`config.mk`:
```
export PLATFORM = sky130hd
export DESIGN_NAME = systolic_skew_stream_flat
export DESIGN_NICKNAME = d
export VERILOG_FILES = /design/src/rtl/systolic_skew_stream_pkg.sv /design/src/rtl/systolic_skew_stream_if.sv /design/src/rtl/systolic_skew_stream_delay_line.sv /design/src/rtl/systolic_skew_stream.sv /design/src/flat_wrapper.sv
export SDC_FILE = /design/constraint.sdc
export NUM_CORES = 2
export LEC_CHECK = 0
export CORE_UTILIZATION = 56
export CTS_CLUSTER_DIAMETER = 120
export DETAILED_ROUTE_END_ITERATION = 8
export PLACE_DENSITY = 0.73
export SETUP_SLACK_MARGIN = 0.3
export SYNTH_ARGS = -nofsm -noshare
export SYNTH_HDL_FRONTEND = slang
export SYNTH_HIERARCHICAL = 1
export SYNTH_SLANG_ARGS = --single-unit
```
`constraint.sdc`:
```
create_clock -name clock -period 5.65 [get_ports clock]
set_input_delay 0.8475 -clock clock [delete_from_list [all_inputs] [get_ports clock]]
set_output_delay 0.8475 -clock clock [all_outputs]
set_load 0.005 [all_outputs]
```
`src/rtl/systolic_skew_stream_pkg.sv`:
```
// systolic_skew_stream_pkg: FSM states and mode encodings shared by the skew/deskew stream block
package systolic_skew_stream_pkg;
  typedef enum logic [1:0] {IDLE = 2'd0, STREAM = 2'd1, DRAIN = 2'd2} state_t;
  localparam logic SKEW = 1'b0;
  localparam logic DESKEW = 1'b1;
endpackage

```
`src/rtl/systolic_skew_stream_if.sv`:
```
// systolic_skew_stream_if: one valid/ready vector stream, LANES elements of DATA_BITS each
interface systolic_skew_stream_if #(
  parameter int DATA_BITS = 8,
  parameter int LANES = 16
);
  logic valid;
  logic ready;
  logic last;
  logic [LANES-1:0][DATA_BITS-1:0] data;
  modport master (output valid, data, last, input ready);
  modport slave (input valid, data, last, output ready);
endinterface

```
`src/rtl/systolic_skew_stream_delay_line.sv`:
```
// systolic_delay_line: zero-reset shift register with a runtime tap; tap 0 passes din straight through
module systolic_delay_line #(
  parameter int DATA_BITS = 8,
  parameter int MAX_DEPTH = 1,
  localparam int TAP_BITS = $clog2(MAX_DEPTH + 1)
) (
  input  logic                 clock,
  input  logic                 reset,
  input  logic                 en,
  input  logic [TAP_BITS-1:0]  tap,
  input  logic [DATA_BITS-1:0] din,
  output logic [DATA_BITS-1:0] dout
);
  logic [MAX_DEPTH-1:0][DATA_BITS-1:0] stage;
  always_ff @(posedge clock or negedge reset)
    if (!reset) stage <= '0;
    else if (en) begin
      stage[0] <= din;
      for (int i = 1; i < MAX_DEPTH; i++) stage[i] <= stage[i-1];
    end
  always_comb begin
    dout = din;
    for (int i = 1; i <= MAX_DEPTH; i++) if (tap == TAP_BITS'(i)) dout = stage[i-1];
  end
endmodule

```
`src/rtl/systolic_skew_stream.sv`:
```
// systolic_skew_stream: skews (lane k late by k beats) or deskews (late by LANES-1-k) a vector stream,
// then drains LANES-1 zero-filled beats so every frame leaves the array completely.
module systolic_skew_stream
  import systolic_skew_stream_pkg::*;
#(
  parameter int DATA_BITS = 8,
  parameter int LANES = 16
) (
  input  logic                   clock,
  input  logic                   reset,
  input  logic                   mode,
  systolic_skew_stream_if.slave  in_s,
  systolic_skew_stream_if.master out_s
);
  localparam int CNT_BITS = LANES > 1 ? $clog2(LANES) : 1;
  state_t state;
  logic mode_q;
  logic eff_mode;
  logic step;
  logic [CNT_BITS-1:0] cnt;
  assign step = state == DRAIN ? out_s.ready : in_s.valid && out_s.ready;
  assign in_s.ready = state != DRAIN && out_s.ready;
  assign out_s.valid = state == DRAIN || in_s.valid;
  assign out_s.last = reset && (state == DRAIN ? cnt == CNT_BITS'(1) : LANES == 1 && in_s.valid && in_s.last);
  // the first beat of a frame already needs its taps, so IDLE uses the live mode
  assign eff_mode = state == IDLE ? mode : mode_q;
  always_ff @(posedge clock or negedge reset)
    if (!reset) begin
      state <= IDLE;
      cnt <= '0;
      mode_q <= SKEW;
    end else if (step) begin
      if (state == IDLE) mode_q <= mode;
      if (state == DRAIN) begin
        cnt <= cnt - 1'b1;
        state <= cnt == CNT_BITS'(1) ? IDLE : DRAIN;
      end else if (in_s.last) begin
        state <= LANES > 1 ? DRAIN : IDLE;
        cnt <= CNT_BITS'(LANES - 1);
      end else state <= STREAM;
    end
  for (genvar k = 0; k < LANES; k++) begin : g_lane
    localparam int MD_RAW = k > LANES - 1 - k ? k : LANES - 1 - k;
    localparam int MD = MD_RAW < 1 ? 1 : MD_RAW;
    localparam int TW = $clog2(MD + 1);
    logic [TW-1:0] tap;
    logic [DATA_BITS-1:0] din;
    assign tap = eff_mode == DESKEW ? TW'(LANES - 1 - k) : TW'(k);
    assign din = state == DRAIN ? '0 : in_s.data[k];
    systolic_delay_line #(.DATA_BITS(DATA_BITS), .MAX_DEPTH(MD)) u_line (
      .clock(clock),
      .reset(reset),
      .en(step),
      .tap(tap),
      .din(din),
      .dout(out_s.data[k])
    );
  end
endmodule

```
`src/flat_wrapper.sv`:
```
// flat-port wrapper written by rule: the top's interface ports become plain ports
module systolic_skew_stream_flat import systolic_skew_stream_pkg::*;
#(
  parameter int DATA_BITS = 8,
  parameter int LANES = 16
)
  (clock, reset, mode, in_s_valid, in_s_data, in_s_last, in_s_ready, out_s_valid, out_s_data, out_s_last, out_s_ready);
  systolic_skew_stream_if #(.DATA_BITS(DATA_BITS), .LANES(LANES)) in_s_i ();
  systolic_skew_stream_if #(.DATA_BITS(DATA_BITS), .LANES(LANES)) out_s_i ();
  input  logic clock;
  input  logic reset;
  input  logic mode;
  input wire logic [$bits(in_s_i.valid)-1:0] in_s_valid;
  input wire logic [$bits(in_s_i.data)-1:0] in_s_data;
  input wire logic [$bits(in_s_i.last)-1:0] in_s_last;
  output wire logic [$bits(in_s_i.ready)-1:0] in_s_ready;
  output wire logic [$bits(out_s_i.valid)-1:0] out_s_valid;
  output wire logic [$bits(out_s_i.data)-1:0] out_s_data;
  output wire logic [$bits(out_s_i.last)-1:0] out_s_last;
  input wire logic [$bits(out_s_i.ready)-1:0] out_s_ready;
  assign in_s_i.valid = in_s_valid;
  assign in_s_i.data = in_s_data;
  assign in_s_i.last = in_s_last;
  assign in_s_ready = in_s_i.ready;
  assign out_s_valid = out_s_i.valid;
  assign out_s_data = out_s_i.data;
  assign out_s_last = out_s_i.last;
  assign out_s_i.ready = out_s_ready;
  systolic_skew_stream #(.DATA_BITS(DATA_BITS), .LANES(LANES)) u_core (.clock(clock), .reset(reset), .mode(mode), .in_s(in_s_i), .out_s(out_s_i));
endmodule
```
# After elaboration in Yosys (flattened, before gate mapping)
# Cells that the tools add are included.
# Widths: inputs -> output; s select.
[word_totals]
ff_bits = 1479
out_inout_bits = 131
[classes]
eq_ne = 187
reduce_logical = 7
n_mux = 224
n_addsub = 1
[ops]
columns = ["cell", "n"]
rows = [
  ["$mux 8", 200],
  ["$eq 4x4->1 const B", 72],
  ["$eq 4x3->1 const B", 64],
  ["$eq 4x2->1 const B", 32],
  ["$mux 4", 18],
  ["$eq 4x1->1 const B", 17],
  ["$mux 2", 3],
  ["$sub 4x1->4 const B", 1],
  ["$logic_and 1x1->1", 3],
  ["$mux 1", 3],
  ["$eq 2x2->1 const B", 1],
  ["$logic_not 2->1", 1],
  ["$ne 2x2->1 const B", 1],
  ["$reduce_and 2->1", 1],
  ["$reduce_bool 2->1", 1],
  ["$logic_or 1x1->1", 1],
]

# Logic depth before layout (Yosys ltp)
[depth]
word_depth = 19
mapped_depth = 12

# Hierarchy
# Netlist, hierarchy kept.
[by_module_without_submodules]
columns = ["mod", "cells_per_inst", "area_each_um2", "seq_area_each_um2", "n_inst"]
rows = [
  ["systolic_delay_line at u_core.g_lane[0].u_line ...", 553, 6279.8, 3002.9, 2],
  ["systolic_delay_line at u_core.g_lane[14].u_line ...", 518, 5731.7, 2802.7, 2],
  ["systolic_delay_line at u_core.g_lane[13].u_line ...", 452, 5360.1, 2602.5, 2],
  ["systolic_delay_line at u_core.g_lane[12].u_line ...", 414, 4933.5, 2402.3, 2],
  ["systolic_delay_line at u_core.g_lane[11].u_line ...", 377, 4619.4, 2202.1, 2],
  ["systolic_delay_line at u_core.g_lane[10].u_line ...", 358, 4073.9, 2001.9, 2],
  ["systolic_delay_line at u_core.g_lane[6].u_line ...", 308, 3797.4, 1801.7, 2],
  ["systolic_delay_line at u_core.g_lane[7].u_line ...", 265, 3324.4, 1601.5, 2],
  ["systolic_skew_stream", 185, 1283.7, 175.2, 1],
]

# Worst setup path before layout
# Ideal clock, no wire load.
[synth_path]
kind = "input to output"
startpoint = "in mode"
endpoint = "out out_s_data[57]"
required_ns = 4.803
setup_slack_ns = 0.154
path_stages = 7
arrival_ns = 4.649
cell_sequence = "mux2_2 -> inv_1 -> buf_4 -> nor4b_4 -> a31o_4 -> a21oi_1 -> a221o_1"
[synth_between]
elab_chain_len = 11
[synth_rtl]
columns = ["item", "line", "rtl"]
rows = [
  ["start: declaration", "flat_wrapper.sv:12", "input logic mode;"],
  ["$mux 1 *", "systolic_skew_stream.sv:26", "assign eff_mode = state == IDLE ? mode : mode_q;"],
  ["$mux 4 *", "systolic_skew_stream.sv:48", "assign tap = eff_mode == DESKEW ? TW'(LANES - 1 - k) : TW'(k);"],
  ["$eq 4x1->1", "systolic_skew_stream_delay_line.sv:23", "for (int i = 1; i <= MAX_DEPTH; i++) if (tap == TAP_BITS'(i)) dout = stage[i-1];"],
  ["$mux 8 (7 in series)", "systolic_skew_stream_delay_line.sv:23", ""],
  ["$mux 8 *", "systolic_skew_stream_delay_line.sv:23", ""],
  ["end: declaration", "flat_wrapper.sv:18", "output wire logic [$bits(out_s_i.data)-1:0] out_s_data;"],
]
# Mark *: on every way between the ends. The rest lies on a longest branch, timed or not.

# Worst setup path after layout
[layout_path]
startpoint = "reg u_core.state[1]"
endpoint = "out out_s_data[117]"
[layout_between]
elab_chain_len = 18
[layout_rtl]
columns = ["item", "line", "rtl"]
rows = [
  ["start: declaration", "systolic_skew_stream.sv:16", "state_t state;"],
  ["start signal: assignment", "systolic_skew_stream.sv:36", "state <= cnt == CNT_BITS'(1) ? IDLE : DRAIN;"],
  ["start signal: assignment", "systolic_skew_stream.sv:38", "state <= LANES > 1 ? DRAIN : IDLE;"],
  ["$logic_not 2->1 *", "systolic_skew_stream.sv:26", ""],
  ["$mux 1 *", "systolic_skew_stream.sv:26", ""],
  ["named net u_core.eff_mode", "systolic_skew_stream.sv:18", "logic eff_mode;"],
  ["$mux 4 *", "systolic_skew_stream.sv:48", ""],
  ["$eq 4x1->1", "systolic_skew_stream_delay_line.sv:23", ""],
  ["$mux 8 (13 in series)", "systolic_skew_stream_delay_line.sv:23", ""],
  ["$mux 8 *", "systolic_skew_stream_delay_line.sv:23", ""],
]
# The timed path passes the listed nets; every way through them passes the cells marked *.

==> impl_metrics.yaml <==
sta:
  clock.fmax_ghz: 0.192
  fin_crit_ns: 5.21
  finClkSkew_ns: 0.0369
  slew_headroom_pct: 25.5
  setup_viol_count_final: 0
  tightest_slew_ns: 1.12
  finalCritPeriodShare_pct: 92.2
  tns_ns: 0
  hold_viol_final: 0
  slew_violations: 0
  grt_setup_unrepaired: "false"
synthesis:
  yosysTopAreaCell: "dfrtp_1"
  synth-seq-cells: 1479
  synth_top_area_share_pct: 47.7
  synth_cells: 6675
  syn_area_um2: 77500
  synthTopCellsByArea: "dfrtp_1, mux2_2, mux2i_1"
  synth_edf_count: 0
  synth_most_common_cell: "dfrtp_1"
  async_flop_share_pct: 100
  syn-num-nets: 6811
  syn_avg_cell_area_um2: 11.6
  synthFlopType: "dfrtp_1"
  yosys.cell_types.count: 116
  yosys-top-cells-count: "dfrtp_1, mux2_2, nand2_1"
  yosysSeqAreaShare_pct: 47.7
  yosys_warnings: 6
routing:
  wl_met2_um: 80600
  dr.pass1.iters: 8
  detail_route.iter0.violations: 4195
  drcViolationCount: 0
  vias: 52800
  wl_met1_um: 79200
  wl_met3_um: 8840
  detail_route.wl_per_cell_um: 19.9
  highest_layer: "met5"
  drt_wl_total_um: 172000
  routed_via_density: 6.10
  ant_nets: 0
die:
  die_area_um2: 140000
  ios: 265
  die_width_um: 374
  initial_utilization_pct: 56.4
  die_y_um: 374
  coreArea_um2: 137000
  fp-row-count: 136
run:
  drv_cap: 0
setup_path:
  critPathBufInv: 6
  crit_path_top_delay_cell: "clkdlybuf4s50_1"
  cp_common_cell: "buf_12"
  worstSetupEndpointType: "output port"
  cp.arrival_ns: 4.36
  critPathMaxFanout: 27
  max_stage_delay_ns: 0.53
  crit_type: "register to output port"
  cp.required_ns: 4.80
  start_kind: "register"
  path_cells: "nor2_2, mux2_8, clkinvlp_4, buf_12, buf_12, buf_12, buf_4, nand2b_1, o22a_1, o22ai_1, o22ai_1, o21ai_1, clkdlybuf4s50_1"
  cpLargestDelayFamily: "buffers and inverters"
placement:
  place_congestion: 0.904
  hpwl_um: 112000
  numPortBuffers: 264
  dp.cells: 8360
clock_network:
  root_buffer: "clkbuf_16"
  numCtsBuffers: 160
  htreeDepth: 4
  clockBufferDepth: 3
  clk_pin_slew_ns: 0.06
  cts_tree: "done"
  cts.sinks: 1479
  insertion_delay_ns: 0.79
power:
  cellPowerDensity_nw_per_um2: 651
  leakage_uw: 0.0394
  vdd_drop_max_mv: 0.478
global_route:
  grt_pass1_vias: 51900
  grt_max_degree: 175
  antenna_found_initial: 8
  grt_overflow: 0
  grt_pass1_wl_um: 281000
  track_usage_pct: 24.3
run_status:
  outcome: "finished, final reports clean"
hold_path:
  hold_class: "register to register"
layout:
  nets: 6872
  layout.cells.non_filler: 8661
  syn_to_final_growth_pct: 11.8
  drive_gt1_share_pct: 29.4
final cells by class:
type / instances / area, um2
Timing Repair Buffer: 426 / 4540
Clock buffer: 225 / 4670
Multi-Input combinational cell: 4524 / 36700
Antenna cell: 7 / 17.5
Sequential cell: 1479 / 37000
Tap cell: 1794 / 2240
Clock inverter: 61 / 960
Fill cell: 10700 / 50800
Inverter: 145 / 552
where the power goes:
part / switching [uW] / total (uW) / internal [uW]
Sequential: 3470 / 18600 / 15100
Clock: 4350 / 11100 / 6780
Combinational: 13900 / 26700 / 12900
registers in the layout (all words and copies together), names as in the netlist:
name                        flops
u_core/g_lane.u_line/stage   1472
u_core/cnt                      4
u_core/mode_q                   1
u_core/state                    2
repair_timing:
| item | in CTS | in global routing |
|---|---|---|
| pin swaps | 1 | 1 |
| endpoints found under the setup margin | 10 | 89 |
| gates resized for setup | 5 | 17 |
| hold buffers | 1 | 0 |
| buffers inserted | 0 | 3 |
| hold endpoints to repair | 51 | 0 |
| cloned | 1 | 3 |
path summary, 6_finish.rpt:
check	start	end	slack (ns)	cells after the start
hold / removal	u_core/g_lane[0].u_line/stage[18]	u_core/g_lane[0].u_line/stage[26]	0.49	2
max in group asynchronous	reset	u_core/g_lane[13].u_line/stage[42]	3.13	4
min in group asynchronous	reset	u_core/g_lane[6].u_line/stage[54]	0.64	2
hold reg to reg	u_core/g_lane[0].u_line/stage[18]	u_core/g_lane[0].u_line/stage[26]	0.49	2
setup / recovery	u_core/state[1]	out_s_data[117]	0.44	13
setup reg to reg	u_core/state[0]	u_core/g_lane[9].u_line/stage[17]	2.90	5
cell usage in the layout (no fill, tap or decap), types with 36 or more instances in the layout:
cell type | netlist | layout
dfrtp_1 | 1479 | 1479
buf_4 | 79 | 110
a31oi_1 | 61 | 61
nor2b_1 | 118 | 117
nand2b_1 | 116 | 111
mux2_2 | 1441 | 1440
o21ai_1 | 84 | 84
inv_1 | 129 | 128
clkbuf_16 | 0 | 167
mux2i_1 | 211 | 211
a2bb2oi_1 | 46 | 46
nand3_1 | 55 | 55
buf_12 | 2 | 39
o211ai_1 | 40 | 40
o21ai_0 | 341 | 341
a22oi_1 | 84 | 83
a21oi_1 | 273 | 273
o22ai_1 | 116 | 116
clkdlybuf4s50_1 | 0 | 262
o221ai_1 | 56 | 56
nor3_1 | 65 | 65
a211oi_1 | 36 | 36
nor2_1 | 184 | 182
nand2_1 | 346 | 346
and2_1 | 153 | 153
kinds of logic (layout without fill, tap and decap cells):
logic type	after synthesis	in the layout	synth area share (%)
multiplexers	1697	1697	24.6
buffers and inverters	672	857	4.99
adder cells (fa/ha/maj)	2	2	0.0323
flip-flops	1479	1479	47.7
AND/OR/NAND/NOR	1257	1257	8.82
AO/OA/AOI/OAI	1568	1568	13.8
other	0	7	0
metrics by stage:
| step | instance area [um2] | util (%) | hold WS, ns | worst slack [ns] | total power (uW) |
|---|---|---|---|---|---|
| final | 86700 | 63.1 | 0.485 | 0.442 | 56400 |
| after global routing | 86700 | 63.1 | 0.510 | 0.301 | 60000 |
| after detailed placement | 80800 | 58.8 | 0.476 | 0.413 | 44900 |
| after CTS | 86500 | 62.9 | 0.489 | 0.294 | 56400 |
| after floorplan | 77500 | - | 0.450 | 0.721 | 37200 |
| after global placement | 80800 | 58.8 | 0.461 | 0.457 | 44200 |
worst reg2reg max path: cells and delay by family, from the launching register on:
kind            cells  cell delay, ns
flops               1            0.42
mux                 1            0.51
compound gates      1            0.56
buf+inv             2            0.83
simple gates        1            0.31
routing by layer:
layer	vias up	GRT usage, %
li1	24800	-
met1	26400	34.9
met5	-	0
met3	268	4.00
met4	6	6.61
met2	1317	38.2
Power figures use the tool's default switching activity.
